`config.mk`:
```
export PLATFORM = sky130hd
export DESIGN_NAME = pipeline_ctrl
export DESIGN_NICKNAME = d
export VERILOG_FILES = /design/src/rtl/pipe_ctrl_pkg.sv /design/src/rtl/pipe_valid_shift.sv /design/src/rtl/pipeline_ctrl.sv
export SDC_FILE = /design/constraint.sdc
export NUM_CORES = 1
export LEC_CHECK = 0
export BUFFER_PORTS_ARGS = -buffer_cell sky130_fd_sc_hd__clkbuf_2
export CORE_AREA = 4 4 41 43
export CTS_CLUSTER_SIZE = 8
export DETAILED_ROUTE_END_ITERATION = 6
export DIE_AREA = 0 0 45 47
export PLACE_DENSITY = 0.63
export SLEW_MARGIN = 20
export SYNTH_ARGS = -nofsm -noshare
export SYNTH_HDL_FRONTEND = slang
export SYNTH_HIERARCHICAL = 1
export SYNTH_SLANG_ARGS = --single-unit
```
`constraint.sdc`:
```
create_clock -name clk -period 1.7 [get_ports clk]
set_input_delay 0.34 -clock clk [delete_from_list [all_inputs] [get_ports clk]]
set_output_delay 0.34 -clock clk [all_outputs]
set_load 0.03 [all_outputs]
```
`src/rtl/pipe_ctrl_pkg.sv`:
```
// Shared types and default stage indices for the pipeline stall/flush controller.
package pipe_ctrl_pkg;

    // Default stage layout of the five-stage in-order pipe.
    localparam int DEF_NUM_STAGES = 5;
    localparam int DEF_DEC_STAGE  = 1;
    localparam int DEF_EX_STAGE   = 2;
    localparam int DEF_MEM_STAGE  = 3;

    // RUN is normal operation; DRAIN means one stale fetch is still in flight.
    typedef enum logic {
        RUN,
        DRAIN
    } pipe_ctrl_state_e;

    // The condition that won the per-cycle priority decode.
    typedef enum logic [2:0] {
        CAUSE_NONE,
        CAUSE_DMEM,
        CAUSE_FLUSH,
        CAUSE_LOADUSE,
        CAUSE_IMEM
    } pipe_ctrl_cause_e;

endpackage

```
`src/rtl/pipe_valid_shift.sv`:
```
// Per-stage valid shift register. Each stage either holds, is cleared
// (kill or bubble), or takes the value shifted in from the previous stage.
// Stages up to FILL_UPTO are the front end and become valid whenever they load.
module pipe_valid_shift #(
    parameter int NUM_STAGES = 5,
    parameter int FILL_UPTO  = 1
) (
    input  logic                  clk,
    input  logic                  rst,
    input  logic [NUM_STAGES-1:0] hold,
    input  logic [NUM_STAGES-1:0] kill,
    input  logic [NUM_STAGES-1:0] bubble,
    output logic [NUM_STAGES-1:0] valid
);

    for (genvar i = 0; i < NUM_STAGES; i++) begin : g_stage
        logic shift_in;
        if (i <= FILL_UPTO) begin : g_fill
            assign shift_in = 1'b1;
        end else begin : g_chain
            assign shift_in = valid[i-1];
        end

        // Update one stage's valid bit: hold, clear, or shift.
        always_ff @(posedge clk) begin
            if (rst) begin
                valid[i] <= 1'b0;
            end else if (!hold[i]) begin
                valid[i] <= (kill[i] | bubble[i]) ? 1'b0 : shift_in;
            end
        end
    end

endmodule

```
`src/rtl/pipeline_ctrl.sv`:
```
// Stall/flush controller for the in-order pipe: derives per-stage register
// load enables and valid bits from memory handshakes, load-use hazards and
// branch redirects. Optional perf counters are built when PIPE_CTRL_PERF_EN
// is defined.
module pipeline_ctrl
    import pipe_ctrl_pkg::*;
#(
    parameter int NUM_STAGES = DEF_NUM_STAGES,
    parameter int DEC_STAGE  = DEF_DEC_STAGE,
    parameter int EX_STAGE   = DEF_EX_STAGE,
    parameter int MEM_STAGE  = DEF_MEM_STAGE,
    parameter int CNT_W      = 32
) (
    input  logic                  clk,
    input  logic                  rst,
    input  logic                  imem_resp,
    input  logic                  dmem_read,
    input  logic                  dmem_write,
    input  logic                  dmem_resp,
    input  logic                  load_use,
    input  logic                  flush,
`ifdef PIPE_CTRL_PERF_EN
    output logic [CNT_W-1:0]      cnt_dmem_stall,
    output logic [CNT_W-1:0]      cnt_imem_stall,
    output logic [CNT_W-1:0]      cnt_bubble,
    output logic [CNT_W-1:0]      cnt_flush,
`endif
    output logic [NUM_STAGES-1:0] load,
    output logic [NUM_STAGES-1:0] valid,
    output logic                  stall_dmem,
    output logic                  stall_imem
);

    pipe_ctrl_state_e state, state_next;
    pipe_ctrl_cause_e cause;
    logic             dmem_busy;
    logic [NUM_STAGES-1:0] kill, bubble;

    // A memory-stage access only stalls when the stage holds a real instruction.
    assign dmem_busy = valid[MEM_STAGE] & (dmem_read | dmem_write) & ~dmem_resp;

    // Priority decode: dmem freeze, redirect, load-use bubble, fetch wait, normal.
    always_comb begin
        load       = '0;
        kill       = '0;
        bubble     = '0;
        stall_dmem = 1'b0;
        stall_imem = 1'b0;
        cause      = CAUSE_NONE;
        state_next = state;
        if (rst) begin
            cause = CAUSE_NONE;
        end else if (dmem_busy) begin
            cause      = CAUSE_DMEM;
            stall_dmem = 1'b1;
        end else if (flush) begin
            cause = CAUSE_FLUSH;
            load  = '1;
            for (int i = 1; i <= EX_STAGE; i++) kill[i] = 1'b1;
            // The redirected fetch is outstanding unless it returned this cycle
            // into a clean pipe; an existing stale fetch keeps us draining.
            state_next = (!imem_resp || state == DRAIN) ? DRAIN : RUN;
        end else if (load_use) begin
            cause = CAUSE_LOADUSE;
            load  = '1;
            for (int i = 0; i <= DEC_STAGE; i++) load[i] = 1'b0;
            bubble[EX_STAGE] = 1'b1;
            if (state == DRAIN && imem_resp) state_next = RUN;
        end else if (!imem_resp || state == DRAIN) begin
            cause      = CAUSE_IMEM;
            load       = '1;
            load[0]    = 1'b0;
            stall_imem = 1'b1;
            bubble[DEC_STAGE] = 1'b1;
            // The stale response is discarded here; the next one is real.
            if (state == DRAIN && imem_resp) state_next = RUN;
        end else begin
            load = '1;
        end
    end

    // Redirect drain state register.
    always_ff @(posedge clk) begin
        if (rst) state <= RUN;
        else     state <= state_next;
    end

    // A stage that is not loaded keeps its valid bit.
    pipe_valid_shift #(
        .NUM_STAGES (NUM_STAGES),
        .FILL_UPTO  (DEC_STAGE)
    ) u_valid (
        .clk    (clk),
        .rst    (rst),
        .hold   (~load),
        .kill   (kill),
        .bubble (bubble),
        .valid  (valid)
    );

`ifdef PIPE_CTRL_PERF_EN
    function automatic logic [CNT_W-1:0] sat_inc(input logic [CNT_W-1:0] v);
        return (&v) ? v : v + 1'b1;
    endfunction

    // Count the cycles in which each stall cause wins the priority decode.
    always_ff @(posedge clk) begin
        if (rst) begin
            cnt_dmem_stall <= '0;
            cnt_imem_stall <= '0;
            cnt_bubble     <= '0;
            cnt_flush      <= '0;
        end else begin
            case (cause)
                CAUSE_DMEM:    cnt_dmem_stall <= sat_inc(cnt_dmem_stall);
                CAUSE_IMEM:    cnt_imem_stall <= sat_inc(cnt_imem_stall);
                CAUSE_LOADUSE: cnt_bubble     <= sat_inc(cnt_bubble);
                CAUSE_FLUSH:   cnt_flush      <= sat_inc(cnt_flush);
                default:       ;
            endcase
        end
    end
`else
    localparam int unused_cnt_w = CNT_W;
`endif

endmodule

```
* Yosys cells after proc, flatten, opt, wreduce, memory -nomap -nowiden
Cells that the tools add are included.
** Word-level totals
- Input bits :: 8
- Output and inout port bits :: 12
- Register bits :: 6
- Logic and storage cells :: 44
** Operators by class
- Mux-type cells :: 25
- Reduce and logical (&&, ||, !) cells :: 5
- Bitwise gates (word level) :: 8
** Operator list (number)
- $mux 2 :: 8
- $mux 1 :: 15
- $mux 5 :: 2
- $not 5->5 :: 1
- $or 1x1->1 :: 3
- $reduce_bool 3->1 :: 1
- $and 1x1->1 :: 2
- $not 1->1 :: 2
- $reduce_and 2->1 :: 1
- $logic_and 1x1->1 :: 1
- $logic_not 1->1 :: 1
- $logic_or 1x1->1 :: 1

* Depth between registers and ports, before layout
- Word-level depth :: 9
- Gate-level depth with buffers :: 7
- Depth with buffers taken out :: 6

* Modules after synthesis
The synthesis kept the hierarchy.
** By module, submodules not included
- pipe_valid_shift :: instances 1, cells an instance 23, area an instance 209.0 µm², sequential area each 100.1 µm²
- pipeline_ctrl :: instances 1, cells an instance 28, area an instance 190.2 µm², sequential area each 20.0 µm²

* Worst setup path after synthesis
OpenSTA, ideal clock, no wires.
- Kind :: reg-to-reg
- Start :: register u_valid.valid[3] (netlist: u_valid/g_stage[4].shift_in)
- End :: register u_valid.valid[0]
- Library setup time :: 70 ps
- Data required time :: 1630 ps
- Period minus slack after synthesis :: 1832 ps
- Path buffers :: 1
- Stages on the path, launching flop included :: 8
- Setup slack :: -132 ps
- Data arrival time :: 1762 ps
- Cell sequence :: dfxtp_1 buf_4 nor2b_1 a21o_4 inv_1 o21ai_0 or3_1 a21oi_1
** Between the ends
- Word-level cells in the longest chain between the ends :: 5
** Ends and longest elaborated chain
- start: declaration :: RTL line pipe_valid_shift.sv:13 : output logic [NUM_STAGES-1:0] valid
- start signal: indexed assignment :: RTL line pipe_valid_shift.sv:29 : valid[i] <= (kill[i] | bubble[i]) ? 1'b0 : shift_in;
- $and 1x1->1 (2 in a row) :: RTL line pipeline_ctrl.sv:40 : assign dmem_busy = valid[MEM_STAGE] & (dmem_read | dmem_write) & ~dmem_resp;
- $mux 5 :: RTL line pipeline_ctrl.sv:53 : end else if (dmem_busy) begin
- $mux 5 :: RTL line pipeline_ctrl.sv:51 : if (rst) begin
- $not 5->5 :: RTL line pipeline_ctrl.sv:95 : .hold (~load),
Every way passes these cells.
A chain may end at the register's enable or synchronous reset.

* Worst setup path after layout
- Start :: register u_valid.valid[3] (netlist: u_valid/g_stage[4].shift_in)
- End :: output stall_imem
** Between the ends
- Word-level cells in the longest chain between the ends :: 4
** Ends and longest elaborated chain
- $and 1x1->1 (2 in a row) :: RTL line pipeline_ctrl.sv:40
- $mux 1 :: RTL line pipeline_ctrl.sv:53
- $mux 1 :: RTL line pipeline_ctrl.sv:51
- end: declaration :: RTL line pipeline_ctrl.sv:31 : output logic stall_imem
Every way passes these cells.

==> flow_summary_export.csv <==
group,metric,value,unit
floorplan,die_y,47,um
synth,ys_seq_elements,6,
power_and_ir_drop,ir_drop,420.1,uV
cells_and_area,final_cell_mix,"clkbuf_2, buf_4, nand2_1, conb_1",
setup_path,start_kind,"register",
synth,async_reset_ff_share,0,%
floorplan,ioPinCount,20,
floorplan,die_x,45,um
cts,htree_levels,1,
cells_and_area,ff_latch_area,121.4,um^2
setup_path,crit_chain,"nor2b_4, a21o_4, a2111oi_4, clkbuf_8",
placement,port_buffers,19,
synth,ys.flop_type,"dfxtp_1",
cts,cts_buffer_depth,2,
placement,post-place-ws,-45.69,ps
cts,insertion_delay,250,ps
timing,finClkSkew,1.785,ps
timing,finalMaxSlewViolations,0,
timing,rsz0062_at_grt,"yes",
min_path,hp-class,"primary input to register",
outcome,violations,"setup timing",
global_route,antenna_found_initial,0,
timing,post-route-worst-setup-slack,-21.43,ps
setup_path,path_delay_family,"compound AO/OA/AOI/OAI gates",
cts,cts_tree,"built",
synth,avgSynthCellArea,7.826,um^2
timing,post-route-min-period,1721,ps
setup_path,path_buf_inv,1,
synth,synth_cell_types,20,
setup_path,worst-endpoint-arrival,1380,ps
power_and_ir_drop,power,0.3974,mW
placement,routabilityCongestion,0.6871,
cells_and_area,final_util,49.13,%
route,drc_errors,0,
route,dr_total_vias,422,
setup_path,cp-end-kind,"output port",
route,viasPerCell,4.306,
floorplan,initial_core_util,30.67,%
cells_and_area,num-nets-final,93,
power_and_ir_drop,p_per_area,621.5,nW/um^2
setup_path,critPathRequiredTime,1360,ps
cells_and_area,final_cell_count_no_fill,98,
route,drt-wirelength-per-cell,10.33,um
cts,clock-sinks,6,
route,wl,1.012,mm
timing,fmax,580.9,MHz
route,drt_iter0_drc,5,
outcome,status,"finished, violations left",
global_route,grt_pass1_vias,376,
synth,synth_edf_count,0,
power_and_ir_drop,p_leak,0.2900,nW
global_route,overflow,0,
cells_and_area,fill_cells,132,
cells_and_area,antennaDiodeCount,0,
synth,syn_inst,51,
cts,cts_root_buf,"clkbuf_4",
setup_path,max_stage_delay,310,ps
cells_and_area,drive_gt1_share,48.19,%
global_route,track_usage,11.56,%
floorplan,rows,13,
flow_run,cap_violations,0,
placement,dp_hpwl,735.6,um
setup_path,cp_slowest_cell,"dfxtp_2",
cells_and_area,final_common_cell,"clkbuf_2",
placement,dp_cells,91,
cts,path_clk_slew,50,ps
global_route,grt_first_pass_wirelength,1.662,mm
synth,synth-seq-area-share,30.09,%
timing,hold_viol,0,
cts,cts_hold_buf,0,
synth,synth_warnings,6,
floorplan,die_area,2115,um^2
cells_and_area,area_delta_synth_final,60.19,%
route,drtAntennaViolNets,0,
timing,period_share,101.3,%
route,drt_pass1_iterations,4,
setup_path,crit_path_max_fanout,6,
timing,setup_viol,1,
floorplan,core,1301,um^2
cells_and_area,multi_input_area,260.3,um^2
synth,syn-cell-area,399.1,um^2
global_route,grt_max_degree,8,
setup_path,worst-setup-path-type,"register to output port",
cts,cts_inserted_buffers,3,
==> sequential cells by signal, indices dropped and copies added, names as in the netlist <==
signal / flops
state: 1
u_valid/g_stage.shift_in: 3
u_valid/valid: 2
==> metrics by stage <==
stage	hold WS (ps)	setup TNS, ps	cell area [um^2]
after CTS	427.4	-9.332	604.3
final	434.4	-21.43	639.4
after global routing	454.7	-134.5	639.4
after detailed placement	454.8	-92.29	543.0
after floorplan	409.1	0	421.7
after global placement	441.1	-48.52	543.0
==> tightest hold or removal path: stages <==
cell	delay (ps)
clkbuf_2	100
buf_4	150
a21oi_2	40
==> what timing repair did <==
item                                    CTS  global route
resized for setup                         4            15
buffers inserted                          3             1
endpoints found under the setup margin    4             6
pin swaps                                 1             1
==> power breakdown <==
group | total, mW | switching (mW) | internal (mW)
logic | 0.107 | 0.0606 | 0.0464
clock network | 0.142 | 0.0610 | 0.0805
registers | 0.149 | 0.00317 | 0.146
==> cells in the mapped netlist (2+ instances only) <==
| cell | number | share of area, % |
|---|---|---|
| a21oi_1 | 6 | 7.5 |
| buf_4 | 5 | 9.4 |
| dfxtp_1 | 6 | 30 |
| inv_1 | 4 | 3.8 |
| nand2_1 | 7 | 6.6 |
| nor2_1 | 5 | 4.7 |
| o21ai_0 | 2 | 2.5 |
| or3_1 | 2 | 3.1 |
| or4b_1 | 3 | 7.5 |
==> worst paths after layout <==
| path | cells after the start | end | startpoint | slack, ps |
|---|---|---|---|---|
| worst max-delay path | 4 | stall_imem | u_valid/g_stage[4].shift_in | -20 |
| worst min register to register | 2 | u_valid/valid[0] | u_valid/valid[0] | 460 |
| worst max register to register | 6 | u_valid/g_stage[4].shift_in | u_valid/g_stage[4].shift_in | 40 |
| worst min-delay path | 3 | u_valid/g_stage[3].shift_in | rst | 430 |
==> layer usage <==
layer | up-vias | global-route usage, % | routed length (um)
met2 | 11 | 17.80 | 520
met4 | 0 | 7.018 | 10
met1 | 177 | 13.04 | 406
met3 | 2 | 5.364 | 75
li1 | 232 | - | -
met5 | - | 0 | 0
==> layout make-up <==
| cell class | instances | area share, % |
|---|---|---|
| well taps | 15 | 2.935 |
| multi-input cells | 41 | 40.70 |
| clock buffers | 3 | 3.523 |
| flip-flops and latches | 6 | 18.98 |
| repair buffers | 29 | 30.92 |
| inverters | 4 | 2.935 |
==> cells by family (layout without fill, tap and decap cells) <==
logic type	Yosys count	in the layout	share of synthesized area [%]
other cells	1	6	0.9395
compound gates	12	12	24.14
simple gates	23	23	31.66
flops	6	6	30.10
buf+inv	9	36	13.17
No activity file was read; power rests on OpenSTA's default activity.
